`src/rtl/alu_pkg.sv`:
```
// Shared encodings for the SM83 8-bit ALU and the 16-bit arithmetic sequencer:
// ALU op selects, ZNHC flag bit positions, 16-bit op codes and sequencer states.
package alu_pkg;

    typedef enum logic [4:0] {
        ALU_ADD = 5'b00000,
        ALU_ADC = 5'b00001,
        ALU_SUB = 5'b00010,
        ALU_SBC = 5'b00011,
        ALU_AND = 5'b00100,
        ALU_XOR = 5'b00101,
        ALU_OR  = 5'b00110,
        ALU_CP  = 5'b00111
    } alu_op_e;

    localparam int F_Z = 3;
    localparam int F_N = 2;
    localparam int F_H = 1;
    localparam int F_C = 0;

    typedef enum logic [1:0] {
        OP_ADD16 = 2'd0,
        OP_ADDSP = 2'd1,
        OP_INC16 = 2'd2,
        OP_DEC16 = 2'd3
    } op16_e;

    typedef enum logic [1:0] {
        ST_IDLE = 2'd0,
        ST_LO   = 2'd1,
        ST_HI   = 2'd2,
        ST_DONE = 2'd3
    } state_e;

endpackage

```
`src/rtl/alu16_seq.sv`:
```
// SM83 16-bit arithmetic sequencer: runs ADD HL,rr / ADD SP,e8 / INC rr / DEC rr
// as a low-byte pass then a high-byte pass through the external 8-bit ALU.
module alu16_seq
    import alu_pkg::*;
(
    input  logic        clk,
    input  logic        rst,
    input  logic        start,
    input  logic [1:0]  op,
    input  logic [15:0] opa,
    input  logic [15:0] opb,
    input  logic [3:0]  flags_in,
    output logic        busy,
    output logic        done,
    output logic [15:0] result,
    output logic [3:0]  flags_out,
    output logic [7:0]  alu_a,
    output logic [7:0]  alu_b,
    output logic [4:0]  alu_op,
    output logic [3:0]  alu_flags_in,
    input  logic [7:0]  alu_result,
    input  logic [3:0]  alu_flags_out
);

    state_e      r_state;
    state_e      w_next_state;
    op16_e       r_op;
    logic [15:0] r_opa;
    logic [15:0] r_opb;
    logic [3:0]  r_flags;
    logic [7:0]  r_lo_byte;
    logic        r_lo_h;
    logic        r_lo_c;
    logic [15:0] r_result;
    logic [3:0]  r_flags_out;
    logic [3:0]  w_hi_flags;
    logic        w_accept;
    logic        w_unused;

    assign w_accept = (r_state == ST_IDLE) && start;
    assign w_unused = &{1'b0, alu_flags_out[F_Z], alu_flags_out[F_N]};

    // NOTE: sequential state uses non-blocking assignments so every register samples pre-edge values.
    always_ff @(posedge clk) begin
        if (rst) begin
            r_state <= ST_IDLE;
        end else begin
            r_state <= w_next_state;
        end
    end

    always_comb begin
        w_next_state = r_state;
        case (r_state)
            ST_IDLE: if (start) w_next_state = ST_LO;
            ST_LO:   w_next_state = ST_HI;
            ST_HI:   w_next_state = ST_DONE;
            ST_DONE: w_next_state = ST_IDLE;
            default: w_next_state = ST_IDLE;
        endcase
    end

    always_comb begin
        busy         = (r_state != ST_IDLE);
        done         = (r_state == ST_DONE);
        alu_a        = '0;
        alu_b        = '0;
        alu_op       = ALU_ADD;
        alu_flags_in = '0;
        case (r_state)
            ST_LO: begin
                alu_b = r_opa[7:0];
                case (r_op)
                    OP_ADD16, OP_ADDSP: alu_a = r_opb[7:0];
                    OP_INC16:           alu_a = 8'h01;
                    default: begin
                        alu_a  = 8'h01;
                        alu_op = ALU_SUB;
                    end
                endcase
            end
            ST_HI: begin
                alu_b              = r_opa[15:8];
                alu_flags_in[F_C]  = r_lo_c;
                alu_op             = ALU_ADC;
                case (r_op)
                    OP_ADD16: alu_a = r_opb[15:8];
                    OP_ADDSP: alu_a = {8{r_opb[7]}};
                    OP_INC16: alu_a = 8'h00;
                    default: begin
                        alu_a  = 8'h00;
                        alu_op = ALU_SBC;
                    end
                endcase
            end
            default: ;
        endcase
    end

    // ADD SP,e8 reports the unsigned low-byte carries; INC/DEC leave flags alone.
    always_comb begin
        w_hi_flags = r_flags;
        case (r_op)
            OP_ADD16: w_hi_flags = {r_flags[F_Z], 1'b0, alu_flags_out[F_H], alu_flags_out[F_C]};
            OP_ADDSP: w_hi_flags = {2'b00, r_lo_h, r_lo_c};
            default:  w_hi_flags = r_flags;
        endcase
    end

    // NOTE: operand and low-pass holding registers are left unreset; they are always written before being read.
    always_ff @(posedge clk) begin
        if (w_accept) begin
            r_op    <= op16_e'(op);
            r_opa   <= opa;
            r_opb   <= opb;
            r_flags <= flags_in;
        end
        if (r_state == ST_LO) begin
            r_lo_byte <= alu_result;
            r_lo_h    <= alu_flags_out[F_H];
            r_lo_c    <= alu_flags_out[F_C];
        end
    end

    always_ff @(posedge clk) begin
        if (rst) begin
            r_result    <= '0;
            r_flags_out <= '0;
        end else if (r_state == ST_HI) begin
            r_result    <= {alu_result, r_lo_byte};
            r_flags_out <= w_hi_flags;
        end
    end

    assign result    = r_result;
    assign flags_out = r_flags_out;

endmodule

```
`config.mk`:
```
export PLATFORM = sky130hd
export DESIGN_NAME = alu16_seq
export DESIGN_NICKNAME = d
export VERILOG_FILES = /design/src/rtl/alu_pkg.sv /design/src/rtl/alu16_seq.sv
export SDC_FILE = /design/constraint.sdc
export NUM_CORES = 1
export LEC_CHECK = 0
export BUFFER_PORTS_ARGS = -buffer_cell sky130_fd_sc_hd__buf_4
export CORE_MARGIN = 2
export CORE_UTILIZATION = 49
export DETAILED_ROUTE_END_ITERATION = 6
export HOLD_SLACK_MARGIN = 0.05
export PLACE_DENSITY = 0.86
export RECOVER_POWER = 100
export SLEW_MARGIN = 30
export SYNTH_ARGS = -nofsm -noshare
export SYNTH_HDL_FRONTEND = slang
export SYNTH_SLANG_ARGS = --single-unit
```
`constraint.sdc`:
```
create_clock -name clk -period 2.4 [get_ports clk]
set_input_delay 0.48 -clock clk [delete_from_list [all_inputs] [get_ports clk]]
set_output_delay 0.48 -clock clk [all_outputs]
set_load 0.005 [all_outputs]
```
# Word level (Yosys, flattened, before mapping)
# Cells that the tools add are included.
[op_classes]
n_eq_ne = 6
mux = 11
n_reduce_logical = 6
[op_table]
columns = ["operator", "n"]
rows = [
  ["8-bit case mux with 2 select lines", 3],
  ["8-bit 2-to-1 mux", 1],
  ["2-bit case mux with 4 select lines", 1],
  ["4-bit case mux with 2 select lines", 1],
  ["2-bit equality test, second input constant", 3],
  ["2-bit 2-to-1 mux", 3],
  ["2-bit by 1-bit equality test with 1-bit output, second input constant", 2],
  ["2-bit zero test", 2],
  ["2-bit case mux with 2 select lines", 1],
  ["3-bit OR reduction", 1],
  ["2-bit != test, second input constant", 1],
  ["2-bit nonzero test", 1],
  ["2-bit OR reduction", 1],
  ["1-bit logical AND", 1],
  ["1-bit 2-to-1 mux", 1],
]
[word_totals]
reg_bits = 70
inputBits = 53
out_inout_bits = 47

# Depth between registers and ports, before layout
# Gate-level depths: netlist of run 1.
[depth]
ltp_word = 4
mapped_depth = 6
depth_no_buf = 5

# Worst setup path before layout of run 1
# No wires, ideal clock.
[synth_path]
kind = "reg-to-output"
startpoint = "reg r_state[1]"
endpoint = "out alu_a[1]"
t_arrival_ns = 1.400
required_ns = 1.920
path_slack_ns = 0.520
path_stages_with_launch = 7
path_cell_list = "dfxtp_1 > inv_1 > ha_1 > buf_4 > nand2_1 > nor2_2 > o2bb2ai_1"
[synth_between]
elab_chain_len = 2
[synth_lines]
columns = ["item", "line_no", "source"]
rows = [
  ["start, declared", "alu16_seq.sv:25", "state_e r_state;"],
  ["start signal, assigned", "alu16_seq.sv:48", "r_state <= w_next_state;"],
  ["2-bit equality test / 2-bit by 1-bit equality test with 1-bit output (equally long branches)", "alu16_seq.sv:70", "case (r_state)"],
  ["8-bit case mux with 2 select lines *", "alu16_seq.sv:70", ""],
  ["end, declared", "alu16_seq.sv:17", "output logic [7:0] alu_a,"],
]
# Every way passes the cells marked *; elsewhere a longest branch is shown, timed or not.

# Worst setup path in the final report of run 1
[layout_path]
startpoint = "reg r_state[0]"
endpoint = "out alu_a[7]"
# The elaborated chain is that of the path after synthesis.

==> run_results.csv, run 1 <==
group,metric,value,unit
floorplan,start_util,0.502,
timing,rsz0062_at_grt,"yes",
clocking,htree_levels,3,
clocking,cts_setup_buffers,0,
clocking,hold_buffers,0,
clocking,clk_pin_slew,70,ps
floorplan,die-area,6180,um^2
timing,hold_viol_final,0,
global_routing,antenna_found_initial,0,
critical_path,worstPathMaxFanout,9,
critical_path,endpoint,"alu_a[7]",
final_layout,final_cells,364,
critical_path,worst-r2r-cell-count,4,
final_layout,drive_gt1_frac,0.377,
critical_path,r2r_setup_slack,820,ps
clocking,cts_sinks,70,
placement,dp_hpwl,3.77,mm
clocking,post_cts_resized,0,
global_routing,overflow,0,
timing,fmax,445,MHz
timing,drv_slew,0,
synthesis,ys_ff_latch,70,
critical_path,crit_type,"flip-flop to primary output",
final_layout,area_growth,31.6,%
synthesis,synth-warning-count,0,
floorplan,die_x,78.6,um
global_routing,grt_max_degree,39,
global_routing,grt_usage,0.187,
floorplan,die_y,78.6,um
floorplan,design.core.area,5440,um^2
route,drc_errors,0,
final_layout,num_antenna_cells,0,
pwr,power_density,1040,nW/um^2
floorplan,rows,27,
run_status,status,"complete, no violations",
critical_path,cp-start-kind,"flip-flop",
critical_path,worstSetupStartpoint,"r_state[0]$_SDFFE_PP0P_",
critical_path,critPathRequiredTime,1920,ps
synthesis,synth-seq-area-share,0.690,
synthesis,synth_top_family_by_area,"compound AO/OA/AOI/OAI gates",
synthesis,synth_cells,191,
critical_path,path_cells,"inv_1 > ha_2 > nand3b_4 > o22ai_2 > a32o_1 > buf_4",
synthesis,yosysUniqueCellTypes,31,
placement,port_buffers,91,
synthesis,yosys.area_share.simple,0.0807,
clocking,cts_buffers,9,
final_layout,fill_cells,424,
placement,dp_slack,389,ps
timing,finalCriticalPeriod,2250,ps
critical_path,timing.rr.start,"r_state[0]$_SDFFE_PP0P_",
route,ant_nets,0,
critical_path,crit_arrival,1770,ps
timing,fin_skew,5.75,ps
job,max-cap-violations,0,
route,dr.pass1.iters,4,
final_layout,final_cell_area,3590,um^2
synthesis,synthMuxAreaShare,0.0669,
synthesis,synth_edf_count,48,
clocking,insertion_delay,330,ps
global_routing,grt_pass1_vias,1844,
pwr,p_leak,1.43,nW
critical_path,end_kind,"primary output",
route,route.vias.total,1758,
synthesis,synth_area,2730,um^2
placement,dp.cells,348,
critical_path,cp_slowest_cell,"dfxtp_1",
timing,setup_tns,0,ps
synthesis,postSynthAreaPerCell,14.3,um^2
placement,gp_congestion,0.741,
timing,fin_ws,153,ps
critical_path,rr_endpoint,"r_opb[6]$_DFFE_PP_",
synthesis,synth-compound-area-share,0.0885,
pwr,ir_drop,0.525,mV
timing,setup_violations,0,
route,wirelength,5.32,mm
route,wire_per_inst,14.6,um
synthesis,synthAdderAreaFrac,0.0229,
global_routing,grt_first_pass_wirelength,8.76,mm
synthesis,async_flop_share,0,
clocking,cts_tree,"yes",
clocking,clockRootBuffer,"clkbuf_8",
route,first_iter_violations,104,
placement,placed_area,3440,um^2
critical_path,slowest_delay,380,ps
route,viasPerCell,4.83,
synthesis,synthXorXnorAreaFrac,0,
timing,hold_slack,347,ps
floorplan,pin_count,100,
clocking,cts.path.max_buffers,2,
min_path,hp-class,"input port to flip-flop",
timing,period_share,0.936,
final_layout,finalNetCount,345,
synthesis,ys.flop_type,"edfxtp_1",
power breakdown:
group          internal (W)  switching, W  total (W)
Combinational      0.000569      0.000635    0.00120
Sequential          0.00166      0.000122    0.00178
Clock              0.000361      0.000396   0.000757
cells in the final DEF (no fill, tap or decap), types with 2 or more instances in the layout:
cell and instances:
nor2_1 19, inv_1 4, mux2i_1 16, o211ai_1 3, edfxtp_1 48, a21oi_1 12, o2bb2ai_1 6, conb_1 6
nor2b_1 8, ha_2 2, clkbuf_1 8, nand2b_1 6, dfxtp_1 21, ha_1 3, clkbuf_8 9, buf_4 36
and2_1 2, mux2_1 2, clkbuf_4 53, clkinv_1 3, clkinv_2 2, a22oi_1 8
metrics by stage:
| step | power (W) | utilization |
|---|---|---|
| after global placement | 0.00296 | 0.633 |
| after CTS | 0.00377 | 0.662 |
| after global routing | 0.00399 | 0.660 |
| final | 0.00374 | 0.660 |
| after floorplan | 0.00252 | - |
| after detailed placement | 0.00301 | 0.633 |
kinds of logic after synthesis:
group / Yosys count
muxes: 18
adders and majority gates: 5
DFF: 70
other: 1
and+or+nand+nor: 41
buffers and inverters: 21
AOI/OAI and AO/OA: 35
flip-flops by register name (all words and copies together), names as in the netlist, 2 cells and up:
name,cells
r_state,2
r_flags,4
flags_out,4
r_op,2
r_opa,16
r_lo_byte,8
result,16
r_opb,16
worst max-delay path: cells and delay by family, from the launching register on:
kind                       cells  cell delay, ps
DFF                            1             380
adders and majority gates      1             380
AOI/OAI and AO/OA              2             330
buffers and inverters          2             200
and+or+nand+nor                1             150
worst min path at each step:
stage,start,to,slack (ps),cells past startpoint
final,opa[2],r_opa[2]$_DFFE_PP_,350,1
after global placement,flags_out[3]$_SDFFE_PP0N_,flags_out[3]$_SDFFE_PP0N_,450,2
after floorplan,flags_out[3]$_SDFFE_PP0N_,flags_out[3]$_SDFFE_PP0N_,460,2
after global routing,opa[9],r_opa[9]$_DFFE_PP_,330,1
after detailed placement,flags_out[0]$_SDFFE_PP0N_,flags_out[0]$_SDFFE_PP0N_,460,2
after CTS,opa[15],r_opa[15]$_DFFE_PP_,310,1
metal layers:
metal	GRT usage	vias up	share of wire
li1	-	875	-
met1	0.235	820	0.40
met2	0.312	55	0.53
met3	0.0494	8	0.053
met4	0.0702	0	0.016
met5	0	-	0
cells in the mapped netlist (2+ instances only):
cell type   n  share of area
edfxtp_1   48           0.53
inv_1       4         0.0055
and2_1      2         0.0046
mux2i_1    16          0.059
a22oi_1     8          0.022
mux2_1      2         0.0083
nor2b_1     8          0.018
buf_4       9          0.025
dfxtp_1    22           0.16
clkbuf_1    3         0.0041
buf_6       3          0.012
a21oi_1    12          0.022
o2bb2ai_1   6          0.019
o22ai_1     2         0.0046
ha_1        5          0.023
nor2_1     19          0.026
o211ai_1    3         0.0083
nand2b_1    6          0.014
final cells by class:
| cell class | count | area, um^2 | share of cell area |
|---|---|---|---|
| clock buffers | 10 | 128 | 0.0355 |
| repair buffers | 96 | 694 | 0.193 |
| flip-flops and latches | 70 | 1880 | 0.524 |
| well taps | 72 | 90.1 | 0.0251 |
| clock inverters | 6 | 28.8 | 0.00801 |
| inverters | 5 | 18.8 | 0.00523 |
| multi-input cells | 105 | 748 | 0.208 |
(Power assumes the default switching activity.)
==> run 2: changes to the inputs <==
PLACE_DENSITY = 0.79   (was 0.86)
RECOVER_POWER = unset   (was 100)
==> run_results.csv, run 2 (synthesis results as in run 1) <==
group,metric,value,unit
run_status,status,"complete, no violations",
route,wirelength,5.57,mm
clocking,insertion_delay,340,ps
critical_path,cp_slowest_cell,"dfxtp_1",
final_layout,num_antenna_cells,0,
route,drc_errors,0,
route,dr.pass1.iters,4,
floorplan,die_x,78.6,um
clocking,clk_pin_slew,80,ps
timing,fmax,445,MHz
global_routing,grt_pass1_vias,1772,
min_path,hp-class,"input port to flip-flop",
global_routing,grt_max_degree,23,
timing,drv_slew,0,
clocking,clockRootBuffer,"clkbuf_8",
critical_path,crit_buf_inv,2,
route,route.vias.total,1817,
critical_path,slowest_delay,400,ps
critical_path,timing.rr.start,"r_state[0]$_SDFFE_PP0P_",
floorplan,rows,27,
clocking,cts_sinks,70,
timing,rsz0062_at_grt,"no",
timing,hold_viol_final,0,
clocking,cts.path.max_buffers,2,
timing,period_share,0.937,
job,max-cap-violations,0,
critical_path,crit_arrival,1770,ps
floorplan,design.core.area,5440,um^2
global_routing,grt_first_pass_wirelength,8.70,mm
timing,setup_violations,0,
clocking,htree_levels,3,
min_path,hold_start,"opa[13]",
critical_path,end_kind,"primary output",
route,wire_per_inst,15.3,um
critical_path,crit_type,"flip-flop to primary output",
clocking,hold_buffers,0,
placement,dp_hpwl,3.95,mm
clocking,cts_buffers,9,
final_layout,area_growth,35.9,%
floorplan,die_y,78.6,um
global_routing,overflow,0,
critical_path,path_cells,"inv_2 > ha_4 > nand2_2 > nor2_4 > o2bb2ai_1 > buf_4",
pwr,power_density,1100,nW/um^2
placement,port_buffers,91,
global_routing,grt_usage,0.190,
floorplan,start_util,0.502,
floorplan,pin_count,100,
floorplan,die-area,6180,um^2
timing,fin_skew,8.46,ps
route,first_iter_violations,105,
critical_path,worstSetupStartpoint,"r_state[0]$_SDFFE_PP0P_",
timing,setup_tns,0,ps
route,viasPerCell,4.99,
final_layout,finalNetCount,345,
final_layout,final_common_cell,"buf_4",
final_layout,post-route-util,0.682,
critical_path,critPathTopFamily,"flip-flops",
timing,finalCriticalPeriod,2250,ps
pwr,p_leak,1.50,nW
final_layout,final_cell_mix,"buf_4, edfxtp_1, dfxtp_1",
global_routing,antenna_found_initial,0,
pwr,ir_drop,0.658,mV
critical_path,critPathRequiredTime,1920,ps
clocking,cts_setup_buffers,0,
clocking,cts_tree,"yes",
critical_path,worstPathMaxFanout,7,
placement,gp_congestion,0.773,
critical_path,cp-start-kind,"flip-flop",
final_layout,drive_gt1_frac,0.414,
route,ant_nets,0,
run 2: cell types whose count changed in the layout (fill, tap and decap cells not counted), moves of 2 or more:
| cell | before | now |
|---|---|---|
| buf_4 | 36 | 95 |
| clkbuf_4 | 53 | 0 |
| clkbuf_1 | 8 | 0 |
| clkinv_1 | 3 | 0 |
| bufinv_16 | 0 | 2 |
| ha_2 | 2 | 0 |
| ha_4 | 0 | 2 |
run 2: final timing paths:
path | end | cells after the start | slack [ps]
worst max-delay path | alu_a[4] | 6 | 150
worst min-delay path | r_opa[13]$_DFFE_PP_ | 1 | 310
worst max register to register | r_opb[6]$_DFFE_PP_ | 4 | 810
worst min register to register | flags_out[0]$_SDFFE_PP0N_ | 2 | 470
run 2: report_power, final:
| part | internal [W] | switching, W |
|---|---|---|
| combinational | 0.000634 | 0.000643 |
| sequential | 0.00166 | 0.000129 |
| clock | 0.000609 | 0.000426 |
| total | 0.00290 | 0.00120 |
run 2: area by class of cell:
class	count	area (um^2)
Sequential cell	70	1880
Fill cell	377	1730
Multi-Input combinational cell	105	762
Timing Repair Buffer	96	733
Clock buffer	10	138
Tap cell	72	90.1
Clock inverter	6	85.1
Inverter	5	18.8
run 2: metal layers:
metal,GRT usage,part of all wire,vias to the layer above
li1,-,-,871
met1,0.231,0.41,880
met2,0.297,0.51,56
met3,0.0655,0.064,10
met4,0.105,0.021,0
met5,0,0,-
run 2: timing repair:
action | 4_1_cts | 5_1_grt
endpoints found under the setup margin | 7 | 8
resized for setup | 3 | 4
pin swaps | 1 | 1
run 2: worst reg2reg max path, stage by stage, from the launching register on:
cell and delay [ps]:
dfxtp_1 350, inv_2 130, ha_4 170, and2_2 420, buf_12 240
run 2: metrics by stage:
stage / setup WS (ps) / hold WS, ps / cells / power, W / cell area [um^2]
global route: 50.0 / 294 / 364 / 0.00432 / 3710
global placement: 339 / 456 / 348 / 0.00299 / 3460
floorplan: 520 / 455 / 196 / 0.00252 / 2750
detailed placement: 247 / 465 / 348 / 0.00303 / 3460
CTS: 60.2 / 298 / 364 / 0.00411 / 3700
finish: 152 / 312 / 364 / 0.00410 / 3710
